===== config.mk =====
export PLATFORM = sky130hd
export DESIGN_NAME = alu_seq
export DESIGN_NICKNAME = d
export VERILOG_FILES = /design/src/rtl/alu_seq.sv
export SDC_FILE = /design/constraint.sdc
export NUM_CORES = 1
export LEC_CHECK = 0
export CORE_UTILIZATION = 23
export CTS_CLUSTER_DIAMETER = 80
export CTS_CLUSTER_SIZE = 14
export DETAILED_ROUTE_END_ITERATION = 12
export GPL_TIMING_DRIVEN = 1
export PLACE_DENSITY = 0.52
export SYNTH_ARGS = -nofsm -noshare
export SYNTH_HDL_FRONTEND = slang
export SYNTH_SLANG_ARGS = --single-unit

===== constraint.sdc =====
create_clock -name Clk -period 0.8 [get_ports Clk]
set_input_delay 0.2 -clock Clk [delete_from_list [all_inputs] [get_ports Clk]]
set_output_delay 0.2 -clock Clk [all_outputs]
set_load 0.03 [all_outputs]

===== src/rtl/alu_seq.sv =====
// alu_seq: registered ALU with Start/Busy/Done handshake.
// Single-cycle ops complete one clock after an accepted Start.
// Optional feature macro ALU_MUL_EN: when defined, opcode 9 is an iterative
// shift-add unsigned multiply (WIDTH+1 clocks, 2*WIDTH-bit product); when
// undefined, opcode 9 behaves like the reserved opcodes.
module alu_seq #(
    parameter int unsigned WIDTH = 8
) (
    input  logic             Clk,
    input  logic             nRst,
    input  logic             Start,
    input  logic [3:0]       ALUCode,
    input  logic [WIDTH-1:0] Accu,
    input  logic [WIDTH-1:0] MemIn,
    input  logic             Ci,
    output logic             Busy,
    output logic             Done,
    output logic [WIDTH-1:0] Out,
    output logic [WIDTH-1:0] OutHi,
    output logic             Co,
    output logic             Zf,
    output logic             Nf,
    output logic             Vf
);

    localparam int unsigned W   = WIDTH;
    localparam int unsigned WP1 = WIDTH + 1;
`ifdef ALU_MUL_EN
    localparam int unsigned CW  = (WIDTH > 2) ? $clog2(WIDTH) : 1;
`endif

    typedef enum logic [1:0] {
        S_IDLE,
        S_DONE
`ifdef ALU_MUL_EN
        , S_MUL
`endif
    } state_t;

    state_t state;

    logic [W-1:0] res_c;
    logic [W:0]   sum_c;
    logic         co_c;
    logic         vf_c;

`ifdef ALU_MUL_EN
    logic [W-1:0]  mcand;
    logic [W-1:0]  p_hi;
    logic [W-1:0]  p_lo;
    logic [CW-1:0] cnt;
    logic [W:0]    step_sum_c;
    logic [W-1:0]  step_hi_c;
    logic [W-1:0]  step_lo_c;

    // One shift-add step: add multiplicand on multiplier LSB, shift product right.
    always_comb begin
        step_sum_c = {1'b0, p_hi} + (p_lo[0] ? {1'b0, mcand} : WP1'(0));
        step_hi_c  = step_sum_c[W:1];
        step_lo_c  = {step_sum_c[0], p_lo[W-1:1]};
    end
`endif

    // Single-cycle result and flags computed from the live operand inputs.
    always_comb begin
        res_c = '0;
        sum_c = '0;
        co_c  = 1'b0;
        vf_c  = 1'b0;
        case (ALUCode)
            4'd0: begin
                sum_c = {1'b0, Accu} + {1'b0, MemIn} + WP1'(Ci);
                res_c = sum_c[W-1:0];
                co_c  = sum_c[W];
                vf_c  = (Accu[W-1] == MemIn[W-1]) && (res_c[W-1] != Accu[W-1]);
            end
            4'd1: begin
                sum_c = {1'b0, Accu} - {1'b0, MemIn} - WP1'(Ci);
                res_c = sum_c[W-1:0];
                co_c  = sum_c[W];
                vf_c  = (Accu[W-1] != MemIn[W-1]) && (res_c[W-1] != Accu[W-1]);
            end
            4'd2: res_c = Accu & MemIn;
            4'd3: res_c = Accu | MemIn;
            4'd4: res_c = Accu ^ MemIn;
            4'd5: res_c = ~Accu;
            4'd6: res_c = MemIn;
            4'd7: begin
                res_c = {Accu[W-2:0], Ci};
                co_c  = Accu[W-1];
            end
            4'd8: begin
                res_c = {Ci, Accu[W-1:1]};
                co_c  = Accu[0];
            end
            default: res_c = '0;
        endcase
    end

    // Handshake FSM with registered result, flags, Busy and Done.
    always_ff @(posedge Clk or negedge nRst) begin
        if (!nRst) begin
            state <= S_IDLE;
            Busy  <= 1'b0;
            Done  <= 1'b0;
            Out   <= '0;
            OutHi <= '0;
            Co    <= 1'b0;
            Zf    <= 1'b0;
            Nf    <= 1'b0;
            Vf    <= 1'b0;
`ifdef ALU_MUL_EN
            mcand <= '0;
            p_hi  <= '0;
            p_lo  <= '0;
            cnt   <= '0;
`endif
        end else begin
            Done <= 1'b0;
            case (state)
                S_IDLE, S_DONE: begin
                    state <= S_IDLE;
                    if (Start) begin
`ifdef ALU_MUL_EN
                        if (ALUCode == 4'd9) begin
                            mcand <= Accu;
                            p_hi  <= '0;
                            p_lo  <= MemIn;
                            cnt   <= '0;
                            Busy  <= 1'b1;
                            state <= S_MUL;
                        end else
`endif
                        begin
                            Out   <= res_c;
                            OutHi <= '0;
                            Co    <= co_c;
                            Zf    <= (res_c == '0);
                            Nf    <= res_c[W-1];
                            Vf    <= vf_c;
                            Done  <= 1'b1;
                            state <= S_DONE;
                        end
                    end
                end
`ifdef ALU_MUL_EN
                S_MUL: begin
                    if (cnt == CW'(W - 1)) begin
                        Out   <= step_lo_c;
                        OutHi <= step_hi_c;
                        Co    <= 1'b0;
                        Vf    <= 1'b0;
                        Zf    <= ({step_hi_c, step_lo_c} == '0);
                        Nf    <= step_hi_c[W-1];
                        Busy  <= 1'b0;
                        Done  <= 1'b1;
                        state <= S_DONE;
                    end else begin
                        p_hi <= step_hi_c;
                        p_lo <= step_lo_c;
                        cnt  <= cnt + CW'(1);
                    end
                end
`endif
                default: state <= S_IDLE;
            endcase
        end
    end

endmodule


=== Word-level counts from Yosys, hierarchy flattened ===
Index checks and enable logic that the tools add are counted.

* Register bits: 15
* Input port bits: 24
* Output and inout bits: 22
* Word-level logic and storage cells: 42

* Add/subtract/negate cells: 4
* Eq/ne operators: 13
* Muxes and demuxes: 7
* Bitwise operators: 4
* Reductions and logical operators: 7

{| class="wikitable"
|+ Operators with widths
! kind !! number
|-
| $pmux 8 s9 || 1
|-
| $eq 4x3->1 const B || 4
|-
| $add 8x8->9 || 1
|-
| $add 9x1->9 || 1
|-
| $sub 8x8->9 || 1
|-
| $sub 9x1->9 || 1
|-
| $and 8x8->8 || 1
|-
| $eq 4x2->1 const B || 2
|-
| $logic_not 8->1 || 1
|-
| $not 8->8 || 1
|-
| $or 8x8->8 || 1
|-
| $xor 8x8->8 || 1
|-
| $eq 4x1->1 const B || 1
|-
| $eq 4x4->1 const B || 1
|-
| $logic_not 4->1 || 1
|-
| $pmux 1 s4 || 1
|-
| $mux 1 || 3
|-
| $ne 1x1->1 || 3
|-
| $eq 2x1->1 const B || 1
|-
| $logic_and 1x1->1 || 2
|-
| $logic_not 2->1 || 1
|-
| $mux 2 || 1
|-
| $pmux 1 s2 || 1
|-
| $reduce_and 2->1 || 1
|-
| other kinds (2) || 2
|}

=== Depth between registers and ports, before layout ===
Gate-level depths: netlist (run 1).

* Depth in word-level cells: 5
* Gate-level depth with buffers: 12
* Depth with buffers taken out: 12

=== Worst setup path after synthesis (run 1) ===
No wires, ideal clock.

* Path kind: input port to flip-flop
* Start: in Accu[0]
* End: reg Zf
* Setup time: 104 ps
* Arrival: 3,109 ps
* Data required time: 696 ps
* Setup slack: -2,412 ps
* Stages: 12
* Path through: inv_1 -> fa_1 -> inv_1 -> ha_1 -> or2_2 -> fa_1 -> xor2_1 -> o21ai_0 -> a2111oi_0 -> o21ai_1 -> or4_1 -> o41ai_2

* Word-level cells in the longest chain between the ends: 4
* Elaborated cells on any way between the ends: 10
* Those cells by class: add/sub (4); mux (1); bitwise (4); reduce/logical (1)

{| class="wikitable"
|+ Ends and longest elaborated chain
! item !! RTL line !! text
|-
| start, declared || 13 || <nowiki>input logic [WIDTH-1:0] Accu,</nowiki>
|-
| $sub 8x8->9 or $add 8x8->9 (tied branches) || 78, 72 ||
|-
| $sub 9x1->9 or $add 9x1->9 (tied branches) || 78, 72 ||
|-
| $pmux 8 s9 * || 70 || <nowiki>case (ALUCode)</nowiki>
|-
| $logic_not 8->1 * || 138 || <nowiki>Zf <= (res_c == '0);</nowiki>
|-
| end signal, assigned || 138 ||
|-
| end, declared || 21 || <nowiki>output logic Zf,</nowiki>
|}

Mark *: on every way between the ends. The rest lies on a longest branch, timed or not.
A chain may end at the register's enable or synchronous reset.

=== Final worst setup path (run 1) ===
Ends and elaborated chain as after synthesis.

==> results.md, run 1 <==
Clocking:
- The number of buffers created by CTS is 3.
- The clock transition time at the flip-flop clock pins of the worst setup and hold paths is around 50 ps.
- Counting along the longest clock path gives a buffer depth of 2.
- The CTS root buffer is sky130_fd_sc_hd__clkbuf_8.
- The CTS tree is built.
- The clock net in this run drives a total of 12 sinks.
- The later pin in the worst-skew pair is clocked with a latency of about 230 ps.
- The total number of H-tree levels is 1.

Logic synthesis:
- The biggest area consumer among synthesized cells is sky130_fd_sc_hd__ha_1.
- In this run, synthesis inferred 0 flip-flops with an integrated enable.
- The post-synthesis cell area is 2290 µm².
- The flip-flop and latch count after synthesis is 12.
- The fraction of registers with async set/reset is 100.0%.
- The portion of the post-synthesis area used by sequential elements is about an eighth.
- The most frequently used flop master after synthesis is sky130_fd_sc_hd__dfrtp_1.
- For this run, the number of Yosys warnings is 1.
- The count of unique library cells instantiated by Yosys is 62.
- Each instance of the synthesized netlist takes up on average ~8 µm².
- In this run the biggest area consumer among cell types represents approximately 16% of the synthesized area.
- The number of cells produced by synthesis is around 280.
- In the post-synthesis netlist, the biggest area contributors are sky130_fd_sc_hd__ha_1, sky130_fd_sc_hd__dfrtp_1, sky130_fd_sc_hd__inv_1.

Worst setup path:
- The cell type group with the largest total delay on the critical path is adder cells.
- In this design, the stage delay of the slowest critical-path cell is between 500 and 600 ps.
- Walking the worst path, the cells encountered are buf_8 > inv_4 > fa_2 > inv_2 > ha_4 > or2_4 > fa_2 > buf_6 > xor2_1 > o21ai_1 > a2111oi_2 > o21ai_1 > or4_4 > o41ai_2.
- The worst setup path is launched from an input pin.
- The endpoint required time on the critical path is 930 ps.
- The slowest cell on the critical path is sky130_fd_sc_hd__fa_2.
- For the worst setup path, the data arrival time is about 3300 ps.
- The number of buffers and inverters on the critical path is 4.
- The sort of element at the end of the critical path is a flip-flop.
- The critical setup path kind is input pin to flip-flop.
- Along the worst path, the maximum fanout reaches 3.

Detailed routing:
- The count of unresolved DRC violations after routing is 0.
- In this run the remaining antenna-violating nets after routing total 0.
- The length of the first detailed-routing pass in iterations is 4.
- For this block, the routed nets add up to around 8 mm of wire.
- The routed length on met2 is between 3 and 4 mm.
- The detailed-route wire length on metal 1 is around 3.5 mm.
- The highest metal layer carrying signal wires in the routed design is met4.
- The met3 wirelength from detailed routing is approximately 470 µm.
- The overall via count from detail_route is approximately 2700.
- The average via count per standard cell is roughly 4.8.
- Dividing the detail-routed wire length by the instance count gives approximately 15 µm.
- The DRC marker count from the first detailed-route iteration is around 150.

Final layout:
- The repair_antennas step left the layout with diodes totalling 0.
- The fraction of layout cells with a size suffix above 1 is 45.73%.
- For this run, the post-layout net count is roughly 480.
- The layout overhead on the synthesized area is 73.72%.
- The finished layout holds approximately 560 standard cells, fillers aside.

Timing:
- For the final routed database, the setup TNS stands at -21600 ps.
- The final number of setup-violating endpoints is 25.
- For this run, the top clock speed supported by timing is approximately 0.32 GHz.
- The final hold violation count was 0.
- For the finished layout, the period the worst path requires is between 3000 and 4000 ps.
- The total count of max-transition violations in the final report came to 0.
- Dividing the final minimum period by the clock period gives 396.6%.
- Setup repair after global routing could not meet its margin everywhere.
- For the final database, setup skew stands at 0 ps.
- After layout, the worst setup slack is -2373 ps.

GRT:
- For this run the aggregate overflow at the end of global routing stands at 0.
- The first-pass GRT wire length is around 13 mm.
- Entering global routing, the biggest net connects 15 pins.
- The global-route total usage across every layer is 15.61%.
- The number of global-route vias before repair is ~2600.
- The initial antenna violation count is 0.

Power:
- For this design the ratio of total power to cell area is ~1100 nW/µm².
- VDD sags by at most 805.8 µV.
- The analysis attributes to cell leakage a power of around 0.0019 µW.

Run status:
- The final reports fail on negative setup slack.
- The flow ran to the end, but the final reports show violations.

Min path:
- The tightest min-delay check is of the input pin to asynchronous set/reset pin type.

Placed design:
- Detailed placement finished with a half-perimeter wire length of approximately 6.4 mm.
- The global placement routability congestion is roughly 0.96.
- The number of input and output port buffers inserted is 36.
- The cell count after placement is 533.

Floorplanning:
- The area of the die is between 10000 and 15000 µm².
- The die outline width is roughly 100 µm.
- The die is between 100 and 150 µm tall.
- The core outline area is approximately 9700 µm².
- 46 I/O pins were placed.
- The count of standard-cell rows is 36.
- The effective utilization at floorplan is 23.53%.

Run:
- Max-cap violations in this run came to 0.
==> cell usage in the layout (no fill, tap or decap), types with 3 or more instances in the layout <==
| cell | n |
|---|---|
| sky130_fd_sc_hd__inv_2 | 7 |
| sky130_fd_sc_hd__or2_2 | 4 |
| sky130_fd_sc_hd__a211o_1 | 3 |
| sky130_fd_sc_hd__clkdlybuf4s50_1 | 11 |
| sky130_fd_sc_hd__o21ai_0 | 4 |
| sky130_fd_sc_hd__fa_2 | 3 |
| sky130_fd_sc_hd__a211oi_1 | 3 |
| sky130_fd_sc_hd__nor2b_1 | 8 |
| sky130_fd_sc_hd__buf_6 | 25 |
| sky130_fd_sc_hd__inv_1 | 22 |
| sky130_fd_sc_hd__dlymetal6s2s_1 | 4 |
| sky130_fd_sc_hd__nor3_1 | 4 |
| sky130_fd_sc_hd__buf_2 | 3 |
| sky130_fd_sc_hd__nand2_1 | 4 |
| sky130_fd_sc_hd__mux2i_1 | 5 |
| sky130_fd_sc_hd__nand3_1 | 5 |
| sky130_fd_sc_hd__buf_4 | 99 |
| sky130_fd_sc_hd__nand2b_1 | 5 |
| sky130_fd_sc_hd__mux2_2 | 3 |
| sky130_fd_sc_hd__a21oi_1 | 14 |
| sky130_fd_sc_hd__conb_1 | 9 |
| sky130_fd_sc_hd__nand3b_1 | 8 |
| sky130_fd_sc_hd__nor2_1 | 22 |
| sky130_fd_sc_hd__o21ai_1 | 3 |
| sky130_fd_sc_hd__o32ai_1 | 4 |
| sky130_fd_sc_hd__xor2_1 | 5 |
| sky130_fd_sc_hd__dlygate4sd2_1 | 3 |
| sky130_fd_sc_hd__o21a_1 | 5 |
| sky130_fd_sc_hd__a31oi_1 | 5 |
| sky130_fd_sc_hd__dfrtp_1 | 11 |
| sky130_fd_sc_hd__o22ai_1 | 5 |
| sky130_fd_sc_hd__xnor2_1 | 3 |
| sky130_fd_sc_hd__clkbuf_8 | 4 |
| sky130_fd_sc_hd__ha_4 | 7 |
| sky130_fd_sc_hd__a22o_1 | 5 |
| sky130_fd_sc_hd__ha_1 | 22 |
==> metrics by stage <==
step	utilization, %	power (µW)	hold slack, ps	area (µm²)	setup slack [ps]
floorplan	-	2119	-95.59	2366	-2229
detailed placement	35.40	3173	472.9	3445	-3130
finish	40.88	4397	298.6	3978	-2373
global route	40.88	4673	298.5	3978	-2546
global placement	35.40	3156	468.6	3445	-3001
CTS	38.77	4139	299.7	3772	-2348
==> worst reg2reg max path: stages, from the launching register on <==
cell and delay, ps:
sky130_fd_sc_hd__dfrtp_1 390, sky130_fd_sc_hd__buf_4 140, sky130_fd_sc_hd__mux2_4 250
==> final cells by class <==
type / count / area (µm²)
clock buffer: 4 / 55.05
fill: 998 / 5752
inverter: 31 / 126.4
multi-input combinational: 225 / 2031
sequential: 12 / 301.5
tap: 133 / 166.4
timing repair buffer: 150 / 1297
==> flip-flops by register name, summed over array words and instances (netlist names) <==
register / flops
Co: 1
Done: 1
Out: 8
Vf: 1
Zf: 1
==> metal layers <==
layer	up-vias	global-route usage, %
met2	104	26.82
li1	1294	-
met3	25	0.8282
met1	1254	20.68
met4	0	5.463
met5	-	0
==> cells in the mapped netlist (2+ instances only) <==
master,count
sky130_fd_sc_hd__o32ai_1,4
sky130_fd_sc_hd__nor2_1,23
sky130_fd_sc_hd__buf_4,12
sky130_fd_sc_hd__fa_1,4
sky130_fd_sc_hd__ha_1,30
sky130_fd_sc_hd__a211oi_1,4
sky130_fd_sc_hd__a21oi_1,17
sky130_fd_sc_hd__nand4b_1,2
sky130_fd_sc_hd__nand2_1,4
sky130_fd_sc_hd__a221oi_1,2
sky130_fd_sc_hd__nand3_1,6
sky130_fd_sc_hd__nor2b_1,8
sky130_fd_sc_hd__or4_1,3
sky130_fd_sc_hd__dfrtp_1,12
sky130_fd_sc_hd__clkbuf_1,4
sky130_fd_sc_hd__xor2_1,5
sky130_fd_sc_hd__a31oi_1,5
sky130_fd_sc_hd__buf_2,8
sky130_fd_sc_hd__a32oi_1,2
sky130_fd_sc_hd__a2111oi_0,2
sky130_fd_sc_hd__nor3_1,4
sky130_fd_sc_hd__o211ai_1,2
sky130_fd_sc_hd__o21ai_0,7
sky130_fd_sc_hd__inv_1,30
sky130_fd_sc_hd__mux2i_1,5
sky130_fd_sc_hd__a22o_1,5
sky130_fd_sc_hd__a211o_1,3
sky130_fd_sc_hd__mux2_2,5
sky130_fd_sc_hd__nand2b_1,5
sky130_fd_sc_hd__nand3b_1,8
sky130_fd_sc_hd__or2_2,5
sky130_fd_sc_hd__xnor2_1,5
sky130_fd_sc_hd__o22ai_1,6
sky130_fd_sc_hd__or3_1,2
sky130_fd_sc_hd__o21a_1,6
sky130_fd_sc_hd__a221o_1,2
sky130_fd_sc_hd__o31ai_1,2
==> worst paths after layout <==
path,slack [ps],start,endpoint,cells past startpoint
min in group Clk,530,Out[3]$_DFFE_PN0P_,Out[3]$_DFFE_PN0P_,1
setup reg to reg,-100,Out[6]$_DFFE_PN0P_,Out[6]$_DFFE_PN0P_,2
setup / recovery,-2370,Accu[0],Zf$_DFFE_PN0P_,14
max in group asynchronous,380,nRst,Out[7]$_DFFE_PN0P_,2
hold reg to reg,530,Out[3]$_DFFE_PN0P_,Out[3]$_DFFE_PN0P_,1
hold / removal,300,nRst,Out[0]$_DFFE_PN0P_,2
==> cell families after synthesis <==
group,Yosys count,synth area share [%]
compound gates,80,25.19
buf+inv,55,11.42
other cells,1,0.1638
flops,12,13.11
xor+xnor,10,3.825
mux,12,6.120
simple gates,80,20.27
fa+ha+maj,34,19.89
==> repair_timing <==
item | 4_1_cts | 5_1_grt
pin swaps | 15 | 19
hold buffers | 0 | 0
endpoints found under the setup margin | 25 | 25
resized for setup | 57 | 42
buffers inserted | 16 | 2
cloned | 2 | 0
==> where the power goes <==
| group | total, µW | internal (µW) | switching, µW |
|---|---|---|---|
| Sequential | 748 | 690 | 57.3 |
| Combinational | 3010 | 1560 | 1450 |
| Clock | 636 | 433 | 203 |
Power figures use the tool's default switching activity.
==> run 2, diff against run 1 <==
--- a/config.mk
+++ b/config.mk
@@ -7,7 +7,6 @@
 export LEC_CHECK = 0
 export CORE_UTILIZATION = 23
 export CTS_CLUSTER_DIAMETER = 80
-export CTS_CLUSTER_SIZE = 14
 export DETAILED_ROUTE_END_ITERATION = 12
 export GPL_TIMING_DRIVEN = 1
 export PLACE_DENSITY = 0.52
==> results of run 2 <==
Final layout, timing and power as in run 1 (identical DEF).
